File: src/rtl/lcd_pkg.sv
// rtl/lcd_pkg.sv - shared constants and state encoding for the KS0108 left-half panel driver
package lcd_pkg;

    localparam logic [7:0] DISP_ON    = 8'h3F;
    localparam logic [7:0] START_LINE = 8'hC0;
    localparam logic [7:0] SET_PAGE   = 8'hB8;
    localparam logic [7:0] SET_Y      = 8'h40;
    localparam logic [1:0] CS_LEFT    = 2'b01;

    typedef enum logic [3:0] {
        ST_RST_HOLD,
        ST_RST_WAIT,
        ST_CMD_ON,
        ST_CMD_START,
        ST_CMD_PAGE,
        ST_CMD_COL,
        ST_REQ,
        ST_WAIT,
        ST_WR_DATA
    } state_t;

    function automatic logic [7:0] page_cmd(input logic [2:0] page);
        return SET_PAGE | {5'b00000, page};
    endfunction

endpackage

File: src/rtl/lcd_bus_writer.sv
// rtl/lcd_bus_writer.sv - one panel bus write: setup, enable pulse, hold
module lcd_bus_writer #(
    parameter int SETUP_CYC = 2,
    parameter int PULSE_CYC = 4,
    parameter int HOLD_CYC  = 2
) (
    input  logic       clk,
    input  logic       rst,
    input  logic       start_i,
    input  logic       di_i,
    input  logic [7:0] byte_i,
    output logic       done_o,
    output logic       lcd_e_o,
    output logic       lcd_di_o,
    output logic [7:0] lcd_data_o
);

    localparam logic [7:0] E_ON  = 8'(SETUP_CYC);
    localparam logic [7:0] E_OFF = 8'(SETUP_CYC + PULSE_CYC);
    localparam logic [7:0] LAST  = 8'(SETUP_CYC + PULSE_CYC + HOLD_CYC - 1);

    logic       busy_q;
    logic [7:0] cnt_q;
    logic [7:0] cnt_d;
    logic       e_q;
    logic       di_q;
    logic [7:0] data_q;

    assign cnt_d      = cnt_q + 8'd1;
    assign done_o     = busy_q && (cnt_q == LAST);
    assign lcd_e_o    = e_q;
    assign lcd_di_o   = di_q;
    assign lcd_data_o = data_q;

    // Bus value is latched at start and held until the next start, so it stays put through hold.
    always_ff @(posedge clk or posedge rst) begin
        if (rst) begin
            busy_q <= 1'b0;
            cnt_q  <= 8'd0;
            e_q    <= 1'b0;
            di_q   <= 1'b0;
            data_q <= 8'h00;
        end else if (start_i) begin
            busy_q <= 1'b1;
            cnt_q  <= 8'd0;
            e_q    <= 1'b0;
            di_q   <= di_i;
            data_q <= byte_i;
        end else if (busy_q) begin
            if (done_o) begin
                busy_q <= 1'b0;
                cnt_q  <= 8'd0;
                e_q    <= 1'b0;
            end else begin
                cnt_q <= cnt_d;
                e_q   <= (cnt_d >= E_ON) && (cnt_d < E_OFF);
            end
        end
    end

endmodule

File: src/rtl/lcd_ctrl.sv
// rtl/lcd_ctrl.sv - panel init and page/column sequencer pulling bytes via en/data_valid
module lcd_ctrl
    import lcd_pkg::*;
#(
    parameter int SETUP_CYC = 2,
    parameter int PULSE_CYC = 4,
    parameter int HOLD_CYC  = 2,
    parameter int RST_CYC   = 16
) (
    input  logic       clk,
    input  logic       rst,
    input  logic [7:0] data_in,
    input  logic       data_valid,
    output logic       en,
    output logic       lcd_rst,
    output logic [1:0] lcd_cs,
    output logic       lcd_rw,
    output logic       lcd_di,
    output logic       lcd_e,
    output logic [7:0] lcd_data
);

    localparam logic [15:0] RST_LAST = 16'(RST_CYC - 1);

    state_t      state_q;
    logic [15:0] tmr_q;
    logic [8:0]  cnt_q;
    logic        issued_q;
    logic        en_q;
    logic        lcd_rst_q;
    logic [1:0]  cs_q;
    logic        start_d;
    logic        di_d;
    logic [7:0]  byte_d;
    logic        wr_done;

    assign en      = en_q;
    assign lcd_rst = lcd_rst_q;
    assign lcd_cs  = cs_q;
    assign lcd_rw  = 1'b0;

    // Start is combinational so a data byte reaches the bus two cycles after en.
    always_comb begin
        start_d = 1'b0;
        di_d    = 1'b0;
        byte_d  = 8'h00;
        case (state_q)
            ST_CMD_ON:    begin start_d = !issued_q; byte_d = DISP_ON;            end
            ST_CMD_START: begin start_d = !issued_q; byte_d = START_LINE;         end
            ST_CMD_PAGE:  begin start_d = !issued_q; byte_d = page_cmd(cnt_q[8:6]); end
            ST_CMD_COL:   begin start_d = !issued_q; byte_d = SET_Y;              end
            ST_WAIT:      begin start_d = data_valid; di_d = 1'b1; byte_d = data_in; end
            default:      ;
        endcase
    end

    always_ff @(posedge clk or posedge rst) begin
        if (rst) begin
            state_q   <= ST_RST_HOLD;
            tmr_q     <= 16'd0;
            cnt_q     <= 9'd0;
            issued_q  <= 1'b0;
            en_q      <= 1'b0;
            lcd_rst_q <= 1'b0;
            cs_q      <= 2'b00;
        end else begin
            en_q <= 1'b0;
            if (start_d) issued_q <= 1'b1;
            else if (wr_done) issued_q <= 1'b0;
            case (state_q)
                ST_RST_HOLD: begin
                    if (tmr_q == RST_LAST) begin
                        tmr_q     <= 16'd0;
                        lcd_rst_q <= 1'b1;
                        cs_q      <= CS_LEFT;
                        state_q   <= ST_RST_WAIT;
                    end else begin
                        tmr_q <= tmr_q + 16'd1;
                    end
                end
                ST_RST_WAIT: begin
                    if (tmr_q == RST_LAST) begin
                        tmr_q   <= 16'd0;
                        state_q <= ST_CMD_ON;
                    end else begin
                        tmr_q <= tmr_q + 16'd1;
                    end
                end
                ST_CMD_ON:    if (wr_done) state_q <= ST_CMD_START;
                ST_CMD_START: if (wr_done) state_q <= ST_CMD_PAGE;
                ST_CMD_PAGE:  if (wr_done) state_q <= ST_CMD_COL;
                ST_CMD_COL: begin
                    if (wr_done) begin
                        state_q <= ST_REQ;
                        en_q    <= 1'b1;
                    end
                end
                ST_REQ: state_q <= ST_WAIT;
                ST_WAIT: begin
                    if (data_valid) begin
                        state_q <= ST_WR_DATA;
                    end else begin
                        state_q <= ST_REQ;
                        en_q    <= 1'b1;
                    end
                end
                ST_WR_DATA: begin
                    if (wr_done) begin
                        cnt_q <= cnt_q + 9'd1;
                        if (cnt_q[5:0] == 6'd63) begin
                            state_q <= ST_CMD_PAGE;
                        end else begin
                            state_q <= ST_REQ;
                            en_q    <= 1'b1;
                        end
                    end
                end
                default: state_q <= ST_RST_HOLD;
            endcase
        end
    end

    lcd_bus_writer #(
        .SETUP_CYC (SETUP_CYC),
        .PULSE_CYC (PULSE_CYC),
        .HOLD_CYC  (HOLD_CYC)
    ) u_writer (
        .clk        (clk),
        .rst        (rst),
        .start_i    (start_d),
        .di_i       (di_d),
        .byte_i     (byte_d),
        .done_o     (wr_done),
        .lcd_e_o    (lcd_e),
        .lcd_di_o   (lcd_di),
        .lcd_data_o (lcd_data)
    );

endmodule

File: config.mk
export PLATFORM = sky130hd
export DESIGN_NAME = lcd_ctrl
export DESIGN_NICKNAME = d
export VERILOG_FILES = /design/src/rtl/lcd_pkg.sv /design/src/rtl/lcd_bus_writer.sv /design/src/rtl/lcd_ctrl.sv
export SDC_FILE = /design/constraint.sdc
export NUM_CORES = 1
export LEC_CHECK = 0
export BUFFER_PORTS_ARGS = -buffer_cell sky130_fd_sc_hd__buf_2
export CAP_MARGIN = 40
export CORE_MARGIN = 3
export CORE_UTILIZATION = 60
export CTS_BUF_LIST = sky130_fd_sc_hd__clkbuf_2 sky130_fd_sc_hd__clkbuf_4 sky130_fd_sc_hd__clkbuf_8
export DETAILED_ROUTE_END_ITERATION = 10
export PLACE_DENSITY = 0.78
export SYNTH_ARGS = -nofsm -noshare
export SYNTH_HDL_FRONTEND = slang
export SYNTH_SLANG_ARGS = --single-unit
File: constraint.sdc
create_clock -name clk -period 2.2 [get_ports clk]
set_clock_uncertainty 0.1 [all_clocks]
set_input_delay 0.44 -clock clk [delete_from_list [all_inputs] [get_ports clk]]
set_output_delay 0.44 -clock clk [all_outputs]
set_load 0.005 [all_outputs]
# [After elaboration in Yosys (flattened, before gate mapping)]
# Cells that the tools add are included.
[classes] n_eq_ne=18 n_mux=30 n_reduce_logical=11 order_cmp=2 add_sub_neg=3
[ops] cell="$pmux 8 s5" count=1
[ops] cell="$pmux 4 s9" count=1
[ops] cell="$mux 4" count=8
[ops] cell="$mux 8" count=3
[ops] cell="$add 16x1->16 const B" count=1
[ops] cell="$eq 16x4->1 const B" count=1
[ops] cell="$eq 4x3->1 const B" count=4
[ops] cell="$mux 16" count=1
[ops] cell="$mux 1" count=13
[ops] cell="$ne 2x1->1 const B" count=5
[ops] cell="$add 9x1->9 const B" count=1
[ops] cell="$add 8x1->8 const B" count=1
[ops] cell="$eq 4x2->1 const B" count=2
[ops] cell="$eq 8x3->1 const B" count=1
[ops] cell="$ge 8x2->1 const B" count=1
[ops] cell="$lt 8x3->1 const B" count=1
[ops] cell="$reduce_and 7->1" count=1
[ops] cell="$eq 6x6->1 const B" count=1
[ops] cell="$eq 4x1->1 const B" count=1
[ops] cell="$eq 4x4->1 const B" count=1
[ops] cell="$logic_not 4->1" count=1
[ops] cell="$ne 2x2->1 const B" count=2
[ops] cell="$reduce_and 2->1" count=2
[ops] cell="$reduce_bool 2->1" count=2
[ops] cell="7 further kinds" count=8
[word_totals] regBits=51

# [Logic depth before layout (Yosys ltp)]
[depth] word_depth=6 depth_mapped=6 mapped_depth_nobuf=5

# [Modules after synthesis]
# From an unflattened synthesis, not the netlist that was laid out.
[hier_totals] cells_unflattened=269 area_unflattened_um2=2713.9
[by_module_without_submodules] mod="lcd_ctrl" n_inst=1 cells_per_inst=180 seq_area_each_um2=800.8 area_per_inst_um2=1754.2
[by_module_without_submodules] mod="lcd_bus_writer" n_inst=1 cells_per_inst=89 seq_area_each_um2=475.5 area_per_inst_um2=959.7

# [Least setup slack after synthesis]
# Ideal clock, no wire load.
[synth_timing] kind="reg2reg" startpoint="register u_writer.cnt_q[0]" endpoint="register state_q[0]" synth_period_minus_slack_ns=1.914 t_required_ns=1.972 setup_time_ns=0.128 path_buffers=1 path_slack_ns=0.286 arrival_time_ns=1.686 stages_incl_launch_ff=7 path_cell_list="dfrtp_1 > ha_1 > buf_2 > and4bb_2 > nand3_1 > a22oi_2 > mux2_1"
[synth_between] elab_chain_cells=4 elab_cells_between_ends=8 classes_between="6 x eq/ne; 2 x reduce/logical"
[synth_lines] element="from (decl)" line_no="lcd_bus_writer.sv:23" source="logic [7:0] cnt_q;"
[synth_lines] element="from (signal assigned)" line_no="lcd_bus_writer.sv:55" source="cnt_q <= cnt_d;"
[synth_lines] element="$eq 8x3->1 *" line_no="lcd_bus_writer.sv:30" source="assign done_o = busy_q && (cnt_q == LAST);"
[synth_lines] element="$logic_and 1x1->1 *" line_no="lcd_bus_writer.sv:30"
[synth_lines] element="$ne 2x1->1 (no source line)"
[synth_lines] element="$reduce_and 7->1 (no source line) *"
[synth_lines] element="to (signal assigned)" line_no="lcd_ctrl.sv:59" source="state_q <= ST_RST_HOLD;"
[synth_lines] element="to (signal assigned)" line_no="lcd_ctrl.sv:76" source="state_q <= ST_RST_WAIT;"
[synth_lines] element="to (signal assigned)" line_no="lcd_ctrl.sv:84" source="state_q <= ST_CMD_ON;"
[synth_lines] element="to (decl)" line_no="lcd_ctrl.sv:25" source="state_t state_q;"
# Every way passes the cells marked *; elsewhere a longest branch is shown, timed or not.
# A chain may end at the register's enable or synchronous reset.

# [Worst setup path in the final report]
[layout_timing] startpoint="register state_q[1]" endpoint="register state_q[2]"
[layout_between] elab_chain_cells=3 elab_cells_between_ends=18 classes_between="15 x eq/ne; 1 x mux; 2 x reduce/logical"
[layout_lines] element="$eq 4x2->1, or another cell as far along" line_no="lcd_ctrl.sv:70" source="case (state_q)"
[layout_lines] element="$ne 2x1->1 (no source line) or $ne 2x2->1 (tied branches)"
[layout_lines] element="$reduce_and 7->1 (no source line)"
# Parallel ways exist; a longest one is shown, timed or not.

==> flow_metrics.py <==
metrics = {
    "setup_path": {
        "r2r_start": "state_q[1]",
        "critPathRequiredTime_ps": 2290,
        "critPathLaunchType": "flip-flop",
        "setup.worst_path.end": "state_q[2]",
        "cpPeakStageDelay_ps": 520,
        "worstPathArrival_ps": 2160,
        "path_cells": "buf_4, xnor2_1, o21ai_0, a22oi_2, mux2_1",
        "cp-startpoint": "state_q[1]",
        "reg2reg_depth": 5,
        "r2r_end": "state_q[2]",
        "slowest_stage": "dfrtp_1",
        "crit_fanout": 10,
        "r2r_setup_slack_ps": 130,
        "worstSetupPathType": "reg2reg",
        "cp-end-kind": "flip-flop",
    },
    "placement": {
        "dpl_cell_area_sq_mm": 0.00293,
        "post-place-cells": 337,
        "place_hpwl_um": 3840,
        "place_ws_ps": 191,
        "place_congestion": 0.870,
        "numPortBuffers": 23,
    },
    "die": {
        "core_area_sq_mm": 0.00420,
        "rows": 23,
        "io_pins": 26,
        "dieArea_sq_mm": 0.00540,
        "die_w_um": 73.5,
        "fp.dieH_um": 73.5,
        "start_util_pct": 65.0,
    },
    "power_and_ir_drop": {
        "power_frac_seq_pct": 40.4,
        "powerDensity_mw_per_mm2": 1120,
        "p_sw_share_pct": 37.5,
        "p_int_mw": 2.13,
        "pwr-share-comb_pct": 39.6,
        "power.leakage_nw": 1.48,
        "p_switching_mw": 1.28,
        "peakVddDrop_v": 0.000832,
        "p_clk_share_pct": 19.9,
    },
    "clocking": {
        "cts_tree": "done",
        "clock_latency_ps": 310,
        "cts_resized": 0,
        "cts_max_level": 2,
        "cts-root-buf": "clkbuf_8",
        "clockBufferDepth": 2,
        "cts.sinks": 51,
        "clk_pin_slew_ps": 100,
        "cts_setup_buffers": 0,
        "cts-buffers-inserted": 5,
        "ctsHoldBuffers": 0,
    },
    "timing": {
        "final.setup.tns_ps": 0,
        "timing.final.crit_share_pct": 93.9,
        "hold_ws_ps": 16.3,
        "worst_pin_slew_ps": 584,
        "hold_viol": 0,
        "min_period_ps": 2070,
        "rsz0062_at_grt": "no",
        "setup_viol_count_final": 0,
        "slew_headroom_pct": 61.0,
        "worst_slack_ps": 133,
        "slew_viol_final": 0,
        "fmax_mhz": 484,
    },
    "global_route": {
        "grt_pass1_wl_um": 8980,
        "grt_start_max_net_pins": 22,
        "grt_remaining_overflow": 0,
        "grt_pass1_vias": 1933,
        "gr-usage-all-layers_pct": 21.4,
        "antenna_found_initial": 0,
    },
    "yosys": {
        "ys_ff_latch": 51,
        "synth_area_sq_mm": 0.00273,
        "synth_cells": 266,
        "async_flop_share_pct": 100,
        "ys_warn_count": 0,
        "synth_top_flop_cell": "dfrtp_1",
        "synth_cell_types": 58,
        "avgSynthCellArea_sq_um": 10.3,
        "synth_enable_flop_cells": 0,
        "yosysSeqAreaShare_pct": 46.7,
    },
    "layout": {
        "multi_input_area_sq_mm": 0.00133,
        "finalNonFillerCells": 345,
        "stdcell_area_sq_mm": 0.00305,
        "fillers": 313,
        "syn2layout_area_growth_pct": 11.6,
        "num_antenna_cells": 0,
        "nNetsFinal": 308,
        "regArea_sq_mm": 0.00128,
        "drive_above_1_share_pct": 20.3,
    },
    "routing": {
        "ant_nets": 0,
        "drc": 0,
        "dr.pass1.iters": 4,
        "vias": 2048,
        "drt_wl_total_um": 5240,
        "avgRoutedWirePerCell_um": 15.2,
        "viasPerCell": 5.94,
        "drtIter0Drc": 131,
    },
    "run_status": {
        "outcome": "finished, final reports clean",
    },
    "flow_run": {
        "cap_violations": 0,
    },
    "worst_hold_path": {
        "hold_class": "in2async",
    },
}
state kept, by name, indices dropped and copies added (netlist names):
name                 count
tmr_q                   16
cnt_q                    9
u_writer.cnt_q           8
u_writer.lcd_data_o      8
state_q                  4
en                       1
issued_q                 1
lcd_cs                   1
u_writer.busy_q          1
u_writer.lcd_di_o        1
u_writer.lcd_e_o         1
metrics by stage:
| stage | power (mW) | utilization (%) |
|---|---|---|
| 3_3_place_gp | 2.70 | 69.8 |
| 3_5_place_dp | 2.75 | 69.8 |
| 5_1_grt | 3.63 | 72.6 |
| 4_1_cts | 3.42 | 72.6 |
| 6_report | 3.42 | 72.6 |
| 2_1_floorplan | 2.37 | - |
power groups by stage:
stage	clock network [mW]	registers (mW)	logic [mW]
detailed placement	0	1.39	1.36
global route	0.713	1.42	1.50
CTS	0.680	1.38	1.36
finish	0.681	1.38	1.35
global placement	0	1.38	1.32
floorplan	0	1.29	1.07
synth_stat cells (all sizes together), types with 3 or more instances:
cell	count	area, sq um
a21oi	5	25.0
a221o	5	50.1
nand3	15	75.1
nor3	9	61.3
and3	5	31.3
ha	3	37.5
xor2	19	166
mux2	4	45.0
o31ai	4	30.0
buf	11	65.1
dfrtp	51	1280
nor4	7	80.1
clkbuf	6	22.5
mux2i	4	40.0
nor2	20	75.1
o21ai	10	50.0
xnor2	10	87.6
nand4	8	71.3
nand2	24	90.1
inv	12	45.0
per-layer routing:
| layer | up-vias | part of all wire, % | track usage (%) |
|---|---|---|---|
| met2 | 47 | 46 | 32.4 |
| met5 | - | 0 | 0 |
| met4 | 0 | 1.1 | 5.84 |
| met3 | 6 | 4.5 | 3.97 |
| met1 | 994 | 48 | 31.6 |
| li1 | 1001 | - | - |
worst max-delay path: cells and delay by family, from the launching register on:
family,cells,cell delay [ps]
mux,1,340
flops,1,520
buf+inv,1,240
xor+xnor,1,350
compound gates,2,390
worst min-delay path by stage:
stage,start,endpoint,slack (ps),cells after the start
6_report,rst,state_q[1],20,2
5_1_grt,rst,state_q[1],70,2
4_1_cts,rst,state_q[1],40,2
3_5_place_dp,u_writer.lcd_di_o,u_writer.lcd_di_o,360,1
3_3_place_gp,rst,tmr_q[10],360,2
2_1_floorplan,cnt_q[8],cnt_q[8],340,1
layout by cell type (no fill, tap or decap), types with 7 or more instances in the layout:
| master | instances |
|---|---|
| xnor2_1 | 10 |
| nor3_1 | 7 |
| nand3_1 | 15 |
| buf_4 | 14 |
| dfrtp_1 | 51 |
| buf_2 | 23 |
| nor2_1 | 20 |
| inv_1 | 10 |
| xor2_1 | 19 |
| nand2_1 | 24 |
kinds of logic after synthesis:
| group | count (synthesis) | share of synthesized area (%) |
|---|---|---|
| compound gates | 41 | 11.5 |
| xor+xnor | 29 | 9.29 |
| fa+ha+maj | 3 | 1.37 |
| buf+inv | 29 | 4.85 |
| flops | 51 | 46.7 |
| mux | 8 | 3.11 |
| other cells | 1 | 0.137 |
| simple gates | 104 | 23.0 |
area by class of cell:
type | count | area share (%)
repair buffers | 37 | 7.22
clock inverters | 2 | 1.15
inverters | 12 | 1.48
well taps | 50 | 2.05
multi-input cells | 187 | 43.5
clock buffers | 6 | 2.71
flip-flops and latches | 51 | 41.9
(Power assumes the default switching activity.)
